$ cat config.mk
export PLATFORM = sky130hd
export DESIGN_NAME = leaf_vote_accumulator
export DESIGN_NICKNAME = d
export VERILOG_FILES = /design/src/rtl/leaf_vote_accumulator_pkg.sv /design/src/rtl/leaf_vote_accumulator_leaf_table.sv /design/src/rtl/leaf_vote_accumulator.sv
export SDC_FILE = /design/constraint.sdc
export NUM_CORES = 1
export LEC_CHECK = 0
export BUFFER_PORTS_ARGS = -buffer_cell sky130_fd_sc_hd__clkbuf_2
export CAP_MARGIN = 15
export CORE_MARGIN = 5
export CORE_UTILIZATION = 45
export CTS_CLUSTER_SIZE = 30
export DETAILED_ROUTE_END_ITERATION = 6
export PLACE_DENSITY_LB_ADDON = 0.05
export SLEW_MARGIN = 10
export SYNTH_ARGS = -nofsm -noshare
export SYNTH_HDL_FRONTEND = slang
export SYNTH_SLANG_ARGS = --single-unit
$ cat constraint.sdc
create_clock -name clk -period 3.15 [get_ports clk]
set_input_delay 0.315 -clock clk [delete_from_list [all_inputs] [get_ports clk]]
set_output_delay 0.315 -clock clk [all_outputs]
set_load 0.05 [all_outputs]
$ cat src/rtl/leaf_vote_accumulator_pkg.sv
// Forest-wide shared definitions: default sizing, branch-stage node layout and
// the leaf vote accumulator state encoding.
package leaf_vote_accumulator_pkg;

  localparam int unsigned DEF_NUM_TREES   = 3;
  localparam int unsigned DEF_IDX_W       = 4;
  localparam int unsigned DEF_NUM_CLASSES = 4;

  localparam int unsigned FEAT_W   = 4;
  localparam int unsigned THRESH_W = 8;

  typedef struct packed {
    logic [FEAT_W-1:0]   feature;
    logic [THRESH_W-1:0] threshold;
    logic                is_leaf;
  } branch_node_t;

  typedef enum logic [1:0] {
    COLLECT,
    COUNT,
    ARGMAX,
    OUT
  } vote_state_t;

  // Select width that never collapses to zero for single-entry ranges.
  function automatic int unsigned width_of(input int unsigned n);
    return (n > 1) ? $clog2(n) : 1;
  endfunction

endpackage

$ cat src/rtl/leaf_vote_accumulator_leaf_table.sv
// Per-tree leaf-to-class lookup: one write port, one combinational read port,
// synchronous clear to class 0.
module leaf_table
  import leaf_vote_accumulator_pkg::*;
#(
  parameter int unsigned NUM_TREES = DEF_NUM_TREES,
  parameter int unsigned IDX_W     = DEF_IDX_W,
  parameter int unsigned CLASS_W   = 2,
  parameter int unsigned TREE_W    = 2
) (
  input  logic               clk,
  input  logic               rst,
  input  logic               we,
  input  logic [TREE_W-1:0]  wr_tree,
  input  logic [IDX_W-1:0]   wr_idx,
  input  logic [CLASS_W-1:0] wr_class,
  input  logic [TREE_W-1:0]  rd_tree,
  input  logic [IDX_W-1:0]   rd_idx,
  output logic [CLASS_W-1:0] rd_class
);

  localparam int unsigned DEPTH = 2 ** IDX_W;

  logic [CLASS_W-1:0] mem [NUM_TREES][DEPTH];

  always_ff @(posedge clk) begin
    if (rst) begin
      for (int unsigned t = 0; t < NUM_TREES; t++) begin
        for (int unsigned i = 0; i < DEPTH; i++) begin
          mem[TREE_W'(t)][IDX_W'(i)] <= '0;
        end
      end
    end else if (we && (32'(wr_tree) < NUM_TREES)) begin
      mem[wr_tree][wr_idx] <= wr_class;
    end
  end

  // Read is combinational, so a same-cycle write is seen only after the edge.
  assign rd_class = mem[rd_tree][rd_idx];

endmodule

$ cat src/rtl/leaf_vote_accumulator.sv
// Collects one leaf index per tree, counts class votes one tree per cycle,
// picks the winning class (lowest on ties) and holds it until accepted.
module leaf_vote_accumulator
  import leaf_vote_accumulator_pkg::*;
#(
  parameter  int unsigned NUM_TREES   = DEF_NUM_TREES,
  parameter  int unsigned IDX_W       = DEF_IDX_W,
  parameter  int unsigned NUM_CLASSES = DEF_NUM_CLASSES,
  localparam int unsigned CLASS_W     = width_of(NUM_CLASSES),
  localparam int unsigned TREE_W      = width_of(NUM_TREES),
  localparam int unsigned VOTE_W      = $clog2(NUM_TREES + 1)
) (
  input  logic                       clk,
  input  logic                       rst,
  input  logic [NUM_TREES*IDX_W-1:0] nodeIdxIn,
  input  logic [NUM_TREES-1:0]       nodeValIn,
  output logic [NUM_TREES-1:0]       recOut,
  input  logic                       tblWe,
  input  logic [TREE_W-1:0]          tblTree,
  input  logic [IDX_W-1:0]           tblIdx,
  input  logic [CLASS_W-1:0]         tblClass,
  output logic [CLASS_W-1:0]         classOut,
  output logic [VOTE_W-1:0]          voteOut,
  output logic                       outVal,
  input  logic                       outRec
);

  vote_state_t state, state_next;

  logic [NUM_TREES-1:0] held;
  logic [IDX_W-1:0]     hold_idx [NUM_TREES];
  logic [VOTE_W-1:0]    votes    [NUM_CLASSES];
  logic [TREE_W-1:0]    ptr;
  logic [CLASS_W-1:0]   cptr;
  logic [CLASS_W-1:0]   best;
  logic [VOTE_W-1:0]    best_votes;
  logic [CLASS_W-1:0]   leaf_class;
  logic                 all_held;
  logic                 last_tree;
  logic                 last_class;

  assign all_held   = &held;
  assign last_tree  = (ptr == TREE_W'(NUM_TREES - 1));
  assign last_class = (cptr == CLASS_W'(NUM_CLASSES - 1));

  leaf_table #(
    .NUM_TREES (NUM_TREES),
    .IDX_W     (IDX_W),
    .CLASS_W   (CLASS_W),
    .TREE_W    (TREE_W)
  ) u_leaf_table (
    .clk      (clk),
    .rst      (rst),
    .we       (tblWe),
    .wr_tree  (tblTree),
    .wr_idx   (tblIdx),
    .wr_class (tblClass),
    .rd_tree  (ptr),
    .rd_idx   (hold_idx[ptr]),
    .rd_class (leaf_class)
  );

  always_ff @(posedge clk) begin
    if (rst) begin
      state <= COLLECT;
    end else begin
      state <= state_next;
    end
  end

  always_comb begin
    state_next = state;
    recOut     = '0;
    outVal     = 1'b0;
    case (state)
      COLLECT: begin
        recOut = ~held;
        if (all_held) state_next = COUNT;
      end
      COUNT:  if (last_tree) state_next = ARGMAX;
      ARGMAX: if (last_class) state_next = OUT;
      OUT: begin
        outVal = 1'b1;
        if (outRec) state_next = COLLECT;
      end
      default: state_next = COLLECT;
    endcase
  end

  always_ff @(posedge clk) begin
    if (rst) begin
      held       <= '0;
      ptr        <= '0;
      cptr       <= '0;
      best       <= '0;
      best_votes <= '0;
      for (int unsigned t = 0; t < NUM_TREES; t++) hold_idx[TREE_W'(t)] <= '0;
      for (int unsigned c = 0; c < NUM_CLASSES; c++) votes[CLASS_W'(c)] <= '0;
    end else begin
      case (state)
        COLLECT: begin
          for (int unsigned t = 0; t < NUM_TREES; t++) begin
            if (nodeValIn[TREE_W'(t)] && recOut[TREE_W'(t)]) begin
              held[TREE_W'(t)]     <= 1'b1;
              hold_idx[TREE_W'(t)] <= nodeIdxIn[t*IDX_W +: IDX_W];
            end
          end
          if (all_held) begin
            ptr <= '0;
            for (int unsigned c = 0; c < NUM_CLASSES; c++) votes[CLASS_W'(c)] <= '0;
          end
        end
        COUNT: begin
          votes[leaf_class] <= votes[leaf_class] + VOTE_W'(1);
          ptr               <= ptr + TREE_W'(1);
          if (last_tree) begin
            cptr       <= '0;
            best       <= '0;
            best_votes <= '0;
          end
        end
        ARGMAX: begin
          // Strict compare keeps the earliest (lowest) class on a tie.
          if (votes[cptr] > best_votes) begin
            best       <= cptr;
            best_votes <= votes[cptr];
          end
          cptr <= cptr + CLASS_W'(1);
        end
        OUT: begin
          if (outRec) held <= '0;
        end
        default: ;
      endcase
    end
  end

  assign classOut = best;
  assign voteOut  = best_votes;

endmodule
==> Word-level counts from Yosys, hierarchy flattened <==
Memory sizes are Yosys's and may differ from the RTL's. A register that Yosys moved wholly into a read port is not among the register bits.
Cells that the tools add are included.
{ "totals": {"out_inout_bits": 8, "mem_bits_rw": 116, "ff_bits": 13, "memories": 3, "wordCells": 129, "input_bits": 27} }
{ "memory_table": {"columns": ["memory", "depth", "word_bits", "rd", "rd_clocked_by_memory_dff", "wr", "line_no", "text"], "rows": [
  ["u_leaf_table.mem", 3, 32, 1, 1, 3, "leaf_vote_accumulator_leaf_table.sv:24", "logic [CLASS_W-1:0] mem [NUM_TREES][DEPTH];"],
  ["hold_idx", 3, 4, 1, 1, 3, "leaf_vote_accumulator.sv:31", "logic [IDX_W-1:0] hold_idx [NUM_TREES];"],
  ["votes", 4, 2, 2, 1, 4, "leaf_vote_accumulator.sv:32", "logic [VOTE_W-1:0] votes [NUM_CLASSES];"]
]} }
{ "op_classes": {"reduce_logical": 19, "eq_ne": 13, "magnitude_cmp": 5, "bitwise": 10, "n_addsub": 3, "mux": 68} }
{ "ops": {"columns": ["cell", "count"], "rows": [
  ["$mux W32", 3],
  ["$mux W2", 24],
  ["$reduce_or A32 Y1", 1],
  ["$mux W1", 28],
  ["$ne A2 B2 Y1 const B", 8],
  ["$pmux W2 S2", 4],
  ["$reduce_and A3 Y1", 5],
  ["$mux W4", 3],
  ["$ge A5 B5 Y1 const B", 2],
  ["$not A4 Y5", 2],
  ["$bmux W2 S4", 1],
  ["$demux W2 S4", 1],
  ["$eq A2 B2 Y1 const B", 4],
  ["$pmux W2 S4", 1],
  ["$or A1 B1 Y1", 7],
  ["$add A2 B1 Y2 const B", 3],
  ["$mux W3", 2],
  ["$pmux W3 S2", 1],
  ["$reduce_bool A2 Y1", 3],
  ["$logic_and A1 B1 Y1", 5],
  ["$lt A5 B1 Y1 const B", 1],
  ["$reduce_and A2 Y1", 2],
  ["$reduce_and A4 Y1", 1],
  ["$not A3 Y3", 1],
  ["other kinds (5)", 5]
]} }

==> Depth between registers and ports, before layout <==
{ "logic_depth": {"word_depth": 8, "mapped_depth": 9, "depth_no_buf": 9} }

==> By module <==
A second synthesis with hierarchy kept.
{ "unflattened": {"cells_unflattened": 563, "hier_area_um2": 7763.7} }
{ "by_module_without_submodules": {"columns": ["mod", "cells_each", "seq_area_each_um2", "n_inst", "area_per_inst_um2"], "rows": [
  ["leaf_table", 388, 3843.7, 1, 5899.4],
  ["leaf_vote_accumulator", 175, 940.9, 1, 1864.3]
]} }

==> Least setup slack after synthesis <==
OpenSTA, ideal clock, no wires.
{ "synth_timing": {"path_type": "flip-flop to flip-flop", "start": "reg (tool-made name)", "end": "mem votes[0][0] (netlist name), enable pin", "setup_slack_ns": 0.644, "synth_period_minus_slack_ns": 2.506, "required_ns": 2.836, "setup_ns": 0.314, "path_stages_with_launch": 10, "path_buffers": 3, "arrival_ns": 2.192, "cell_sequence": "dfxtp_1 -> buf_6 -> buf_12 -> buf_12 -> mux4_2 -> o211a_1 -> a2111oi_1 -> or4_1 -> a22oi_2 -> o21ai_1"} }
{ "synth_rtl": {"columns": ["element", "line_no"], "rows": [
  ["to (decl)", "leaf_vote_accumulator.sv:32"]
]} }

==> results.yml <==
clock_network:
  path_clk_slew_ns: 0.06
  clock_latency_ns: 0.42
  cts_sinks: 165
  numCtsBuffers: 17
  ctsResizeCount: 0
  cts-root-buf: "clkbuf_16"
  postCtsSetupRepairBufs: 0
  cts_tree: "done"
  ctsHtreeMaxLevel: 4
  clockBufferDepth: 2
  holdBufCountCts: 0
job:
  max-cap-violations: 0
global_route:
  grt_pass1_wl_mm: 27.68
  grt_usage: 0.1852
  grt.overflow.total: 0
  use_met2: 0.2959
  antenna_found_initial: 1
  busiest_layer: "met2"
  use_met3: 0.04570
  grt_pass1_vias: 4829
  use_met1: 0.2565
  grt_max_degree: 68
synth:
  synth_area_leaders: "edfxtp_1 (57%), mux4_2 (7.5%), dfxtp_1 (4.3%), nor2_1 (3.9%), nand2b_1 (3.3%)"
  yosys_most_used_dff: "edfxtp_1"
  synth_area_per_cell_um2: 13.47
  ys_seq_area_frac: 0.6093
  synth_edf_count: 148
  ys_warn_count: 0
  post_synth_num_cell_types: 49
  synth-async-reset-ratio: 0
  netlist_instances: 583
  synth_most_common_cell: "edfxtp_1"
  ys_ff_latch: 165
  syn_area_mm2: 0.007853
  synth_top_cell_by_area: "edfxtp_1"
  synth_top_area_share: 0.5660
  netlist_top_cells_count: "edfxtp_1 (148), nor2_1 (82), nand2_1 (53), nand2b_1 (41), mux4_2 (26)"
timing:
  worstMarginPinSlew_ns: 0.9607
  final-hold-violation-count: 0
  post-route-min-period_ns: 2.876
  max_freq_mhz: 347.7
  grt_setup_unrepaired: "false"
  skew_ns: 0.006948
  min_period_over_period: 0.9131
  slew_headroom: 0.3595
  setup_tns_ns: 0
  maxSlewViolCount: 0
  setup_viol: 0
floorplanning:
  start_util: 0.4556
  die_width_um: 142.1
  core_mm2: 0.01724
  die_y_um: 142.1
  die_area_mm2: 0.02019
  io_pins: 35
  rows: 48
setup_path:
  crit_fanout: 28
  slowest_delay_ns: 0.55
  cp.arrival_ns: 3.02
  critical-path-top-delay-family: "compound AO/OA/AOI/OAI gates"
  worst-setup-path-type: "reg -> reg"
  crit_buf_inv: 2
  crit_chain: "buf_12, buf_4, mux4_2, a2111oi_0, nor4_1, a22oi_2, o21ai_1"
  cp-end-kind: "flip-flop"
  startpoint_type: "flip-flop"
  required_ns: 3.30
  critPathSlowestCell: "a2111oi_0"
drt:
  viasPerCell: 5.454
  wl_per_cell_um: 20.32
  drtIter0Drc: 351
  drc_errors: 0
  wl_mm: 18.02
  vias: 4838
  drt_first_pass_iters: 5
  drtAntennaViolNets: 0
layout:
  layout-drive-gt1-share: 0.1767
  final_core_util: 0.5206
  antenna_cells: 0
  syn_to_final_growth_pct: 14.28
  nets: 685
hold_path:
  min_path_type: "in -> reg"
pwr:
  vdd_drop_max_uv: 404.6
  p_per_area_mw_per_mm2: 665.1
  p_leak_nw: 3.220
place:
  io_buffers: 34
  hpwl_mm: 12.63
  place.gp.congestion: 0.8612
status:
  status: "completed"
routing by layer:
layer  up-vias  share of wire
met4         0          0.014
li1       2277              -
met3        21          0.050
met1      2415           0.46
met2       125           0.48
met5         -              0
flip-flops by register name, indices dropped and copies added (netlist names), 3 cells and up, named ones only:
| signal | flops |
|---|---|
| hold_idx | 12 |
| held | 3 |
| votes | 8 |
| u_leaf_table.mem | 128 |
cells by family (layout without fill, tap and decap cells):
group                    after synthesis  count (layout)  share of synthesized area
buffers and inverters                 42              90                    0.02948
AND/OR/NAND/NOR                      237             237                     0.1472
AO/OA/AOI/OAI                         82              82                    0.08031
flip-flops                           165             165                     0.6093
multiplexers                          43              43                     0.1144
XOR/XNOR                               4               4                   0.004461
other                                  1              32                  0.0004776
adder cells (fa/ha/maj)                9               9                    0.01434
cell type report:
type,count,area [um2]
clock buffer,23,467.9
clock inverter,9,150.1
timing repair buffer,49,295.3
inverter,9,33.78
fill,1481,8263
multi-input combinational,407,2958
tap,225,281.5
sequential,165,4787
placed cells by master, fill, tap and decap left out, types with 3 or more instances in the layout:
cell / n
nand2b_1: 41
and2_1: 14
nor2b_1: 23
a211oi_1: 5
mux4_1: 8
nand2_1: 53
buf_4: 14
mux4_2: 26
a2111oi_0: 4
nor3_1: 5
clkbuf_2: 34
a31o_2: 4
bufinv_16: 4
a21oi_1: 12
edfxtp_1: 148
clkbuf_1: 4
a2111oi_1: 3
nor2_1: 82
o21a_1: 4
nand3_1: 4
mux2i_1: 8
clkbuf_16: 17
ha_1: 9
dfxtp_1: 15
a211o_1: 4
xnor2_1: 4
inv_1: 9
nor3_2: 4
conb_1: 32
o211a_1: 12
a21o_1: 11
o21ai_0: 8
o21ai_1: 6
path summary, 6_finish.rpt:
kind	slack, ns	to	start	depth (start not counted)
max	0.27	votes[3][0]$_SDFFCE_PN0P_	flip-flop	7
min	0.17	hold_idx[1][2]$_SDFFCE_PN0P_	nodeIdxIn[6]	2
max reg2reg	0.27	votes[3][0]$_SDFFCE_PN0P_	flip-flop	7
min reg2reg	0.48	classOut[1]$_SDFFE_PP0P_	classOut[1]$_SDFFE_PP0P_	2
power breakdown:
group / internal, mW / switching (mW)
sequential: 2.60 / 0.112
clock: 1.37 / 0.814
combinational: 0.422 / 0.652
metrics by stage:
stage	instances	hold WS [ns]	setup WS, ns	area (um2)	total power, mW
after floorplan	614	0.4641	0.6439	7969	3.551
after global placement	855	0.4562	0.3783	8356	3.813
after detailed placement	855	0.4669	0.2731	8356	3.826
after CTS	887	0.1601	0.2609	8974	5.996
after global routing	887	0.1632	0.1124	8974	6.196
final	887	0.1717	0.2739	8974	5.969
Note: power is estimated with default switching activity, not from simulation.
